$ cat src/rtl/matmul_pkg.sv
// Shared definitions for the complex matrix-multiply operand path.
// Holds default sizes, the loader state encoding and the saturating negate helper.
package matmul_pkg;

  localparam int WIDTH_DEF = 8;
  localparam int N_DEF     = 4;

  typedef enum logic {
    FILL = 1'b0,
    PEND = 1'b1
  } ld_state_t;

  // Negate a sign-extended w-bit value; the most negative code maps to the most positive.
  function automatic logic signed [31:0] sat_neg(input logic signed [31:0] x, input int w);
    logic signed [31:0] hi;
    logic signed [31:0] lo;
    hi = (32'sd1 <<< (w - 1)) - 32'sd1;
    lo = -hi - 32'sd1;
    return (x == lo) ? hi : -x;
  endfunction

endpackage

$ cat src/rtl/operand_bank.sv
// N-slot x 4-word complex operand register bank with per-slot writes,
// whole-bank parallel load and synchronous clear. Clear beats load beats slot writes.
module operand_bank
  import matmul_pkg::*;
#(
  parameter int Width = WIDTH_DEF,
  parameter int N     = N_DEF
) (
  input  logic                 CLK,
  input  logic                 clr,
  input  logic [N-1:0]         wr_en,
  input  logic [Width-1:0]     wr_a_re,
  input  logic [Width-1:0]     wr_a_im,
  input  logic [Width-1:0]     wr_b_re,
  input  logic [Width-1:0]     wr_b_im,
  input  logic                 load,
  input  logic [N*Width-1:0]   ld_a_re,
  input  logic [N*Width-1:0]   ld_a_im,
  input  logic [N*Width-1:0]   ld_b_re,
  input  logic [N*Width-1:0]   ld_b_im,
  output logic [N*Width-1:0]   q_a_re,
  output logic [N*Width-1:0]   q_a_im,
  output logic [N*Width-1:0]   q_b_re,
  output logic [N*Width-1:0]   q_b_im
);

  always_ff @(posedge CLK) begin
    if (clr) begin
      q_a_re <= '0;
      q_a_im <= '0;
      q_b_re <= '0;
      q_b_im <= '0;
    end else if (load) begin
      q_a_re <= ld_a_re;
      q_a_im <= ld_a_im;
      q_b_re <= ld_b_re;
      q_b_im <= ld_b_im;
    end else begin
      for (int k = 0; k < N; k++) begin
        if (wr_en[k]) begin
          q_a_re[k*Width +: Width] <= wr_a_re;
          q_a_im[k*Width +: Width] <= wr_a_im;
          q_b_re[k*Width +: Width] <= wr_b_re;
          q_b_im[k*Width +: Width] <= wr_b_im;
        end
      end
    end
  end

endmodule

$ cat src/rtl/operand_vector_loader.sv
// Serial-to-parallel double-buffered loader for one A row and one B column.
// Optional MATMUL_CONJ_B_EN adds conj_b, storing B imaginary words saturating-negated.
//
// state | meaning
// FILL  | accepting beats into the fill bank (in_ready=1)
// PEND  | complete vector parked in fill bank, waiting for output bank to drain
module operand_vector_loader
  import matmul_pkg::*;
#(
  parameter int Width = WIDTH_DEF,
  parameter int N     = N_DEF
) (
  input  logic                 CLK,
  input  logic                 reset,
  input  logic                 flush,
  input  logic                 in_valid,
  output logic                 in_ready,
  input  logic                 in_last,
`ifdef MATMUL_CONJ_B_EN
  input  logic                 conj_b,
`endif
  input  logic [Width-1:0]     a_in_re,
  input  logic [Width-1:0]     a_in_im,
  input  logic [Width-1:0]     b_in_re,
  input  logic [Width-1:0]     b_in_im,
  output logic                 out_valid,
  input  logic                 out_ready,
  output logic [N*Width-1:0]   a_re,
  output logic [N*Width-1:0]   a_im,
  output logic [N*Width-1:0]   b_re,
  output logic [N*Width-1:0]   b_im,
  output logic                 len_err
);

  localparam int CW = (N > 1) ? $clog2(N) : 1;
  localparam logic [CW-1:0] LAST = CW'(N - 1);

  ld_state_t       state_q, state_d;
  logic [CW-1:0]   cnt_q, cnt_d;
  logic            out_valid_q, out_valid_d;
  logic            len_err_q, len_err_d;

  logic            accept, at_last, drain, direct, pend_copy, out_load;
  logic [N-1:0]    fill_we;
  logic [Width-1:0] b_im_st;
  logic [N*Width-1:0] fill_a_re, fill_a_im, fill_b_re, fill_b_im;
  logic [N*Width-1:0] ld_a_re, ld_a_im, ld_b_re, ld_b_im;

  assign in_ready  = (state_q == FILL);
  assign out_valid = out_valid_q;
  assign len_err   = len_err_q;

  always_comb begin
    b_im_st = b_in_im;
`ifdef MATMUL_CONJ_B_EN
    if (conj_b) b_im_st = Width'(sat_neg(32'(signed'(b_in_im)), Width));
`endif
  end

  always_ff @(posedge CLK) begin
    if (reset) begin
      state_q     <= FILL;
      cnt_q       <= '0;
      out_valid_q <= 1'b0;
      len_err_q   <= 1'b0;
    end else begin
      state_q     <= state_d;
      cnt_q       <= cnt_d;
      out_valid_q <= out_valid_d;
      len_err_q   <= len_err_d;
    end
  end

  always_comb begin
    accept      = in_valid && in_ready && !flush;
    at_last     = (cnt_q == LAST);
    drain       = out_valid_q && out_ready;
    direct      = accept && at_last && (!out_valid_q || out_ready);
    pend_copy   = (state_q == PEND) && drain && !flush;
    out_load    = direct || pend_copy;
    state_d     = state_q;
    cnt_d       = cnt_q;
    out_valid_d = out_valid_q;
    len_err_d   = 1'b0;
    if (flush) begin
      state_d     = FILL;
      cnt_d       = '0;
      out_valid_d = 1'b0;
    end else begin
      if (accept) begin
        cnt_d     = at_last ? '0 : cnt_q + CW'(1);
        len_err_d = (in_last != at_last);
        if (at_last && !direct) state_d = PEND;
      end
      if (pend_copy) state_d = FILL;
      if (out_load) out_valid_d = 1'b1;
      else if (drain) out_valid_d = 1'b0;
    end
  end

  always_comb begin
    fill_we = '0;
    for (int k = 0; k < N; k++) fill_we[k] = accept && (cnt_q == CW'(k));
  end

  // The last element bypasses the fill bank when going straight to the output bank.
  always_comb begin
    ld_a_re = fill_a_re;
    ld_a_im = fill_a_im;
    ld_b_re = fill_b_re;
    ld_b_im = fill_b_im;
    if (state_q == FILL) begin
      ld_a_re[(N-1)*Width +: Width] = a_in_re;
      ld_a_im[(N-1)*Width +: Width] = a_in_im;
      ld_b_re[(N-1)*Width +: Width] = b_in_re;
      ld_b_im[(N-1)*Width +: Width] = b_im_st;
    end
  end

  operand_bank #(.Width(Width), .N(N)) u_fill (
    .CLK     (CLK),
    .clr     (reset),
    .wr_en   (fill_we),
    .wr_a_re (a_in_re),
    .wr_a_im (a_in_im),
    .wr_b_re (b_in_re),
    .wr_b_im (b_im_st),
    .load    (1'b0),
    .ld_a_re ('0),
    .ld_a_im ('0),
    .ld_b_re ('0),
    .ld_b_im ('0),
    .q_a_re  (fill_a_re),
    .q_a_im  (fill_a_im),
    .q_b_re  (fill_b_re),
    .q_b_im  (fill_b_im)
  );

  operand_bank #(.Width(Width), .N(N)) u_out (
    .CLK     (CLK),
    .clr     (reset),
    .wr_en   ('0),
    .wr_a_re ('0),
    .wr_a_im ('0),
    .wr_b_re ('0),
    .wr_b_im ('0),
    .load    (out_load),
    .ld_a_re (ld_a_re),
    .ld_a_im (ld_a_im),
    .ld_b_re (ld_b_re),
    .ld_b_im (ld_b_im),
    .q_a_re  (a_re),
    .q_a_im  (a_im),
    .q_b_re  (b_re),
    .q_b_im  (b_im)
  );

endmodule

$ cat config.mk
export PLATFORM = sky130hd
export DESIGN_NAME = operand_vector_loader
export DESIGN_NICKNAME = d
export VERILOG_FILES = /design/src/rtl/matmul_pkg.sv /design/src/rtl/operand_bank.sv /design/src/rtl/operand_vector_loader.sv
export SDC_FILE = /design/constraint.sdc
export NUM_CORES = 1
export LEC_CHECK = 0
export BUFFER_PORTS_ARGS = -buffer_cell sky130_fd_sc_hd__clkbuf_2
export CORE_AREA = 2 2 244 126
export DETAILED_ROUTE_END_ITERATION = 6
export DIE_AREA = 0 0 246 128
export GPL_ROUTABILITY_DRIVEN = 0
export HOLD_SLACK_MARGIN = 0.15
export PLACE_DENSITY_LB_ADDON = 0.3
export SETUP_SLACK_MARGIN = 0.15
export SYNTH_ARGS = -nofsm -noshare
export SYNTH_HDL_FRONTEND = slang
export SYNTH_HIERARCHICAL = 1
export SYNTH_SLANG_ARGS = --single-unit
export TNS_END_PERCENT = 30
$ cat constraint.sdc
create_clock -name CLK -period 2.7 [get_ports CLK]
set_clock_uncertainty 0.15 [all_clocks]
set_input_delay 0 -clock CLK [delete_from_list [all_inputs] [get_ports CLK]]
set_output_delay 0 -clock CLK [all_outputs]
set_load 0.1 [all_outputs]
==> impl_metrics.toml, run 1 <==
[run_status]
outcome = "finished, final reports clean"

[synthesis]
syn_area_sq_mm = 0.0130
synth-seq-cells = 261
avgSynthCellArea_sq_um = 10.7
synth_top_cells_by_area = "dfxtp_1 (40%), mux2i_1 (20%), a211oi_1 (14%)"
yosysTopAreaCell = "dfxtp_1"
synth_common_cells = "dfxtp_1 (261), mux2i_1 (258), nor2b_1 (256), a211oi_1 (239), buf_2 (50)"
synth_edf_count = 0
yosysWarnings = 6
synthDominantCellAreaShare_pct = 40.1
ys.flop_type = "dfxtp_1"
synthArstFlopShare_pct = 0
yosysMostFrequentCell = "dfxtp_1"
yosysSeqAreaShare_pct = 40.1
synth_cell_types = 27
syn_inst = 1213

[global_routing]
track_usage_pct = 22.3
grt_max_degree = 129
antenna_found_initial = 0
grt_pass1_wl_mm = 55.9
grt-ovfl-total = 0
grt_pass1_vias = 10100

[setup_path]
rrSetupSlack_ns = 0.32
critPathKind = "reg2reg"
reg2reg_depth = 6
slowest_delay_ns = 0.42
cp-end-kind = "flip-flop"
cp_cell_sequence = "ha_1, nand3_1, a221oi_4, inv_4, buf_12, a211oi_1"
required_ns = 2.99
rr_startpoint = "cnt_q[0]"
reg2reg_to = "u_out/q_b_im[2]"
cp.arrival_ns = 2.68
cp-start-kind = "flip-flop"
slowest_stage = "a221oi_4"
critical_path_peak_fanout = 38

[power]
p_per_area_mw_per_mm2 = 622
leakagePower_nw = 6.90
ir_drop_mv = 0.497
finalPower_w = 0.00989

[min_path]
holdPathEnd = "cnt_q[1]"
hold_depth = 3
hp-start = "flush"
hp-class = "in2reg"

[placed_design]
placed_cells = 1938
dp_hpwl_mm = 21.2
dpl_cell_area_sq_mm = 0.0146
io_buffers = 168

[clock_tree]
numCtsBuffers = 26
cts-resized-gates = 0
insertion_delay_ns = 0.54
cts.clk_slew.worst_paths_ns = 0.06
cts.sinks = 261
cts-root-buf = "clkbuf_16"
post-cts-setup-buffers = 0
cts_tree = "done"
clock_tree.htree_level_count = 1
cts_hold_buffers = 44
cts_max_path_buffers = 3

[routing]
wl_mm = 35.4
dr.pass1.iters = 4
drcViolationCount = 0
vias_per_cell = 4.96
drt_iter0_drc = 681
num_vias = 10100
wl_per_cell_um = 17.4
drtAntennaViolNets = 0

[layout]
drive_above_1_share_pct = 17.7
syn2layout_area_growth_pct = 22.1
fin_cells = 2030
fillers = 2661
antenna_cells = 0
num-nets-final = 1653
fin_area_sq_mm = 0.0159

[floorplanning]
core.rowCount = 45
start_util_pct = 44.1
die-width_um = 246
die_h_um = 128
die_area_sq_mm = 0.0315
io_pins = 169
coreArea_sq_mm = 0.0296

[sta]
hold_slack_ns = 0.206
final-hold-violation-count = 0
relSlewSlack_pct = 58.2
setup_viol = 0
rsz0062_at_grt = "no"
setup_tns_ns = 0
finalCritPeriodShare_pct = 88.3
fin_crit_ns = 2.38
max_freq_mhz = 419
slew_violations = 0
worstMarginPinSlew_ns = 0.629

[flow_run]
drv_cap = 0
critical path, delay by kind of cell (launching register included):
kind | cells | cell delay, ns
flops | 1 | 0.40
compound gates | 2 | 0.67
buf+inv | 2 | 0.55
fa+ha+maj | 1 | 0.29
simple gates | 1 | 0.20
cell families after synthesis:
| kind of cell | Yosys count | synth area share [%] |
|---|---|---|
| adders and majority gates | 4 | 0.384 |
| and+or+nand+nor | 269 | 12.9 |
| xor gates and xnor gates | 1 | 0.0672 |
| other | 1 | 0.0288 |
| DFF | 261 | 40.1 |
| AOI/OAI and AO/OA | 261 | 15.8 |
| muxes | 290 | 22.6 |
| buffers and inverters | 126 | 8.14 |
worst max-delay path by stage:
stage / slack, ns / end / from / cells after the start
floorplan: 0.26 / u_out/q_a_re[20] / state_q / 8
global placement: 0.47 / u_out/q_a_im[0] / cnt_q[0] / 6
detailed placement: 0.38 / u_out/q_a_im[22] / cnt_q[0] / 6
CTS: 0.35 / u_out/q_a_im[22] / cnt_q[0] / 6
global route: 0.17 / u_out/q_a_re[10] / cnt_q[0] / 6
finish: 0.32 / u_out/q_b_im[2] / cnt_q[0] / 6
registers in the layout, summed over array words and instances, names as in the netlist:
register / count
cnt_q: 2
u_out/q_b_re: 32
state_q: 1
u_fill/q_b_im: 32
u_out/q_a_im: 32
u_out/q_a_re: 32
out_valid: 1
u_fill/q_a_re: 32
len_err: 1
u_fill/q_b_re: 32
u_fill/q_a_im: 32
u_out/q_b_im: 32
where the power goes:
| group | total [W] | internal (W) | switching, W |
|---|---|---|---|
| combinational | 0.00187 | 0.000480 | 0.00139 |
| clock | 0.00376 | 0.00219 | 0.00158 |
| sequential | 0.00425 | 0.00411 | 0.000145 |
| total | 0.00989 | 0.00677 | 0.00311 |
cells in the final DEF, fill, tap and decap left out:
cell             n
conb_1         263
dfxtp_1        260
mux2i_1        258
nor2b_1        256
a211oi_1       239
clkbuf_2       167
dlygate4sd3_1   44
mux2_2          32
clkbuf_16       27
a211oi_2        18
buf_12           9
clkinv_2         8
clkbuf_8         7
buf_4            7
inv_1            4
and2_2           4
ha_1             4
clkbuf_1         3
nand2_1          2
nor3_1           2
nor2_1           2
bufinv_16        2
nand3_1          1
a221oi_4         1
nor3b_2          1
and2b_1          1
o21ai_0          1
xor2_1           1
a31oi_1          1
a2111oi_2        1
inv_8            1
clkinvlp_4       1
dfxtp_2          1
inv_2            1
inv_4            1
cell type report:
type	count	area [sq um]	share of cell area (%)
multi-input cells	1088	7740	48.7
repair buffers	228	1520	9.57
clock inverters	12	119	0.747
inverters	6	25.0	0.157
well taps	399	499	3.14
clock buffers	36	769	4.84
flip-flops and latches	261	5230	32.9
per-stage QoR:
stage	utilization [%]	worst slack [ns]
floorplan	-	0.257
global placement	49.3	0.473
detailed placement	49.3	0.381
CTS	53.8	0.353
global route	53.8	0.165
finish	53.8	0.316
per-layer routing:
layer  track usage, %  vias to the layer above  wire (um)  part of all wire (%)
met2             34.2                      221      15200                    43
met4             4.31                        0        578                   1.6
li1                 -                     4948          -                     -
met3             3.75                       43       1610                   4.6
met5                0                        -          0                     0
met1             32.8                     4863      18100                    51
No activity file was read; power rests on OpenSTA's default activity.
==> run 2, diff against run 1 <==
--- a/config.mk
+++ b/config.mk
@@ -6,7 +6,10 @@
 export NUM_CORES = 1
 export LEC_CHECK = 0
 export BUFFER_PORTS_ARGS = -buffer_cell sky130_fd_sc_hd__clkbuf_2
+export CELL_PAD_IN_SITES_DETAIL_PLACEMENT = 0
+export CELL_PAD_IN_SITES_GLOBAL_PLACEMENT = 1
 export CORE_AREA = 2 2 244 126
+export CTS_CLUSTER_DIAMETER = 120
 export DETAILED_ROUTE_END_ITERATION = 6
 export DIE_AREA = 0 0 246 128
 export GPL_ROUTABILITY_DRIVEN = 0
==> constraint.sdc (replaced) <==
create_clock -name CLK -period 2.7 [get_ports CLK]
set_clock_uncertainty 0.15 [all_clocks]
set_input_delay 0.135 -clock CLK [delete_from_list [all_inputs] [get_ports CLK]]
set_output_delay 0.135 -clock CLK [all_outputs]
set_load 0.1 [all_outputs]
==> impl_metrics.toml, run 2 (synthesis gave the netlist of run 1 again) <==
[layout]
final_cell_mix = "conb_1 (263), dfxtp_1 (260), mux2i_1 (258), nor2b_1 (256), a211oi_1 (239)"
drive_above_1_share_pct = 17.7
regArea_sq_mm = 0.00523
fin_area_sq_mm = 0.0159
syn2layout_area_growth_pct = 21.9
fin_util_pct = 53.7
antenna_cells = 0
multi_input_area_sq_mm = 0.00774
fillers = 2734
num-nets-final = 1655
final_common_cell = "conb_1"

[sta]
max_freq_mhz = 419
worstMarginPinSlew_ns = 0.830
setup_viol = 0
relSlewSlack_pct = 44.7
rsz0062_at_grt = "no"
finalCritPeriodShare_pct = 88.3
final-hold-violation-count = 0
slew_violations = 0
setup_tns_ns = 0
fin_crit_ns = 2.38

[run_status]
outcome = "finished, final reports clean"

[setup_path]
rr_startpoint = "cnt_q[0]"
cp-end-kind = "flip-flop"
slowest_stage = "dlygate4sd3_1"
cp-start-kind = "flip-flop"
cp.arrival_ns = 2.71
slowest_delay_ns = 0.57
critPathKind = "reg2reg"
rrSetupSlack_ns = 0.32
crit_family = "buffers and inverters"
cp_cell_sequence = "ha_1, xor2_1, nand2_1, dlygate4sd3_1, nor2_1, dlygate4sd3_1"
required_ns = 3.03
crit_buf_inv = 2
critical_path_peak_fanout = 5
critical_path.startpoint = "cnt_q[0]"
crit_top_cell = "dlygate4sd3_1"
reg2reg_to = "len_err"
reg2reg_depth = 6

[routing]
wl_per_cell_um = 17.2
drt_iter0_drc = 551
wl_mm = 34.8
num_vias = 9842
drcViolationCount = 0
drtAntennaViolNets = 0
dr.pass1.iters = 4
vias_per_cell = 4.85

[clock_tree]
numCtsBuffers = 26
clock_tree.htree_level_count = 1
cts_max_path_buffers = 3
cts.clk_slew.worst_paths_ns = 0.06
cts.sinks = 261
insertion_delay_ns = 0.53
cts_tree = "done"
cts-root-buf = "clkbuf_16"

[floorplanning]
coreArea_sq_mm = 0.0296
die_h_um = 128
core.rowCount = 45
die-width_um = 246
die_area_sq_mm = 0.0315
io_pins = 169
start_util_pct = 44.1

[power]
p_per_area_mw_per_mm2 = 619
ir_drop_mv = 0.406
leakagePower_nw = 6.89

[flow_run]
drv_cap = 0

[global_routing]
antenna_found_initial = 0
grt_max_degree = 129
grt_pass1_wl_mm = 55.3
grt-ovfl-total = 0
track_usage_pct = 22.1
grt_pass1_vias = 9701

[min_path]
hp-class = "in2reg"
hp-start = "reset"
holdPathEnd = "cnt_q[0]"
hold_depth = 2

[placed_design]
dp_hpwl_mm = 20.4
io_buffers = 168
dpl_cell_area_sq_mm = 0.0146
[run 2: cell types whose count changed in the layout (fill, tap and decap cells not counted), sizes merged]
cell | previous run | this run
dlygate4sd3 | 44 | 40
buf | 16 | 22
inv | 7 | 6
clkbuf | 204 | 207
clkinvlp | 1 | 0
clkinv | 8 | 4
[run 2: through the flow]
step / total power [W] / std cells / hold slack (ns) / setup WS, ns
after global routing: 0.0102 / 2029 / 0.259 / 0.242
after floorplan: 0.00585 / 1475 / 0.0539 / 0.257
after detailed placement: 0.00609 / 1943 / 0.211 / 0.184
final: 0.00984 / 2029 / 0.195 / 0.315
after CTS: 0.00985 / 2028 / 0.198 / 0.191
after global placement: 0.00607 / 1943 / 0.205 / 0.307
[run 2: power breakdown]
part           leakage (nW)  switching, W  internal [W]
Sequential             2.16      0.000139       0.00411
Combinational          4.30       0.00139      0.000484
Clock                 0.427       0.00155       0.00218
[run 2: cell type report]
cell class                      count  area share [%]
Sequential cell                   261            32.9
Inverter                            6           0.173
Clock inverter                      6           0.504
Tap cell                          399            3.14
Clock buffer                       39            4.92
Multi-Input combinational cell   1088            48.7
Timing Repair Buffer              230            9.62
[run 2: worst max-delay path by stage]
stage | slack, ns | cells after the start | to
after floorplan | 0.26 | 8 | u_out/q_a_re[20]
after global placement | 0.31 | 6 | u_out/q_a_re[14]
after detailed placement | 0.18 | 6 | u_out/q_a_im[15]
after CTS | 0.19 | 6 | u_out/q_a_re[7]
after global routing | 0.24 | 6 | len_err
final | 0.32 | 6 | len_err
[run 2: worst register-to-register path: cells and delay by family, from the launching register on]
family,cells,cell delay (ns)
adders and majority gates,1,0.29
xor gates and xnor gates,1,0.18
and+or+nand+nor,2,0.17
buffers and inverters,2,1.14
DFF,1,0.40
[run 2: metal layers]
layer | global-route usage [%] | part of all wire, % | vias to the layer above
li1 | - | - | 4942
met1 | 32.2 | 51 | 4715
met2 | 35.0 | 44 | 143
met3 | 3.20 | 3.3 | 42
met4 | 3.74 | 1.5 | 0
met5 | 0 | 0 | -
[run 2: what timing repair did]
item,CTS,global route
pin swaps,0,1
resized for setup,1,0
setup buffers,0,1
setup endpoints to repair,2,61
hold endpoints to repair,165,0
hold buffers,40,0
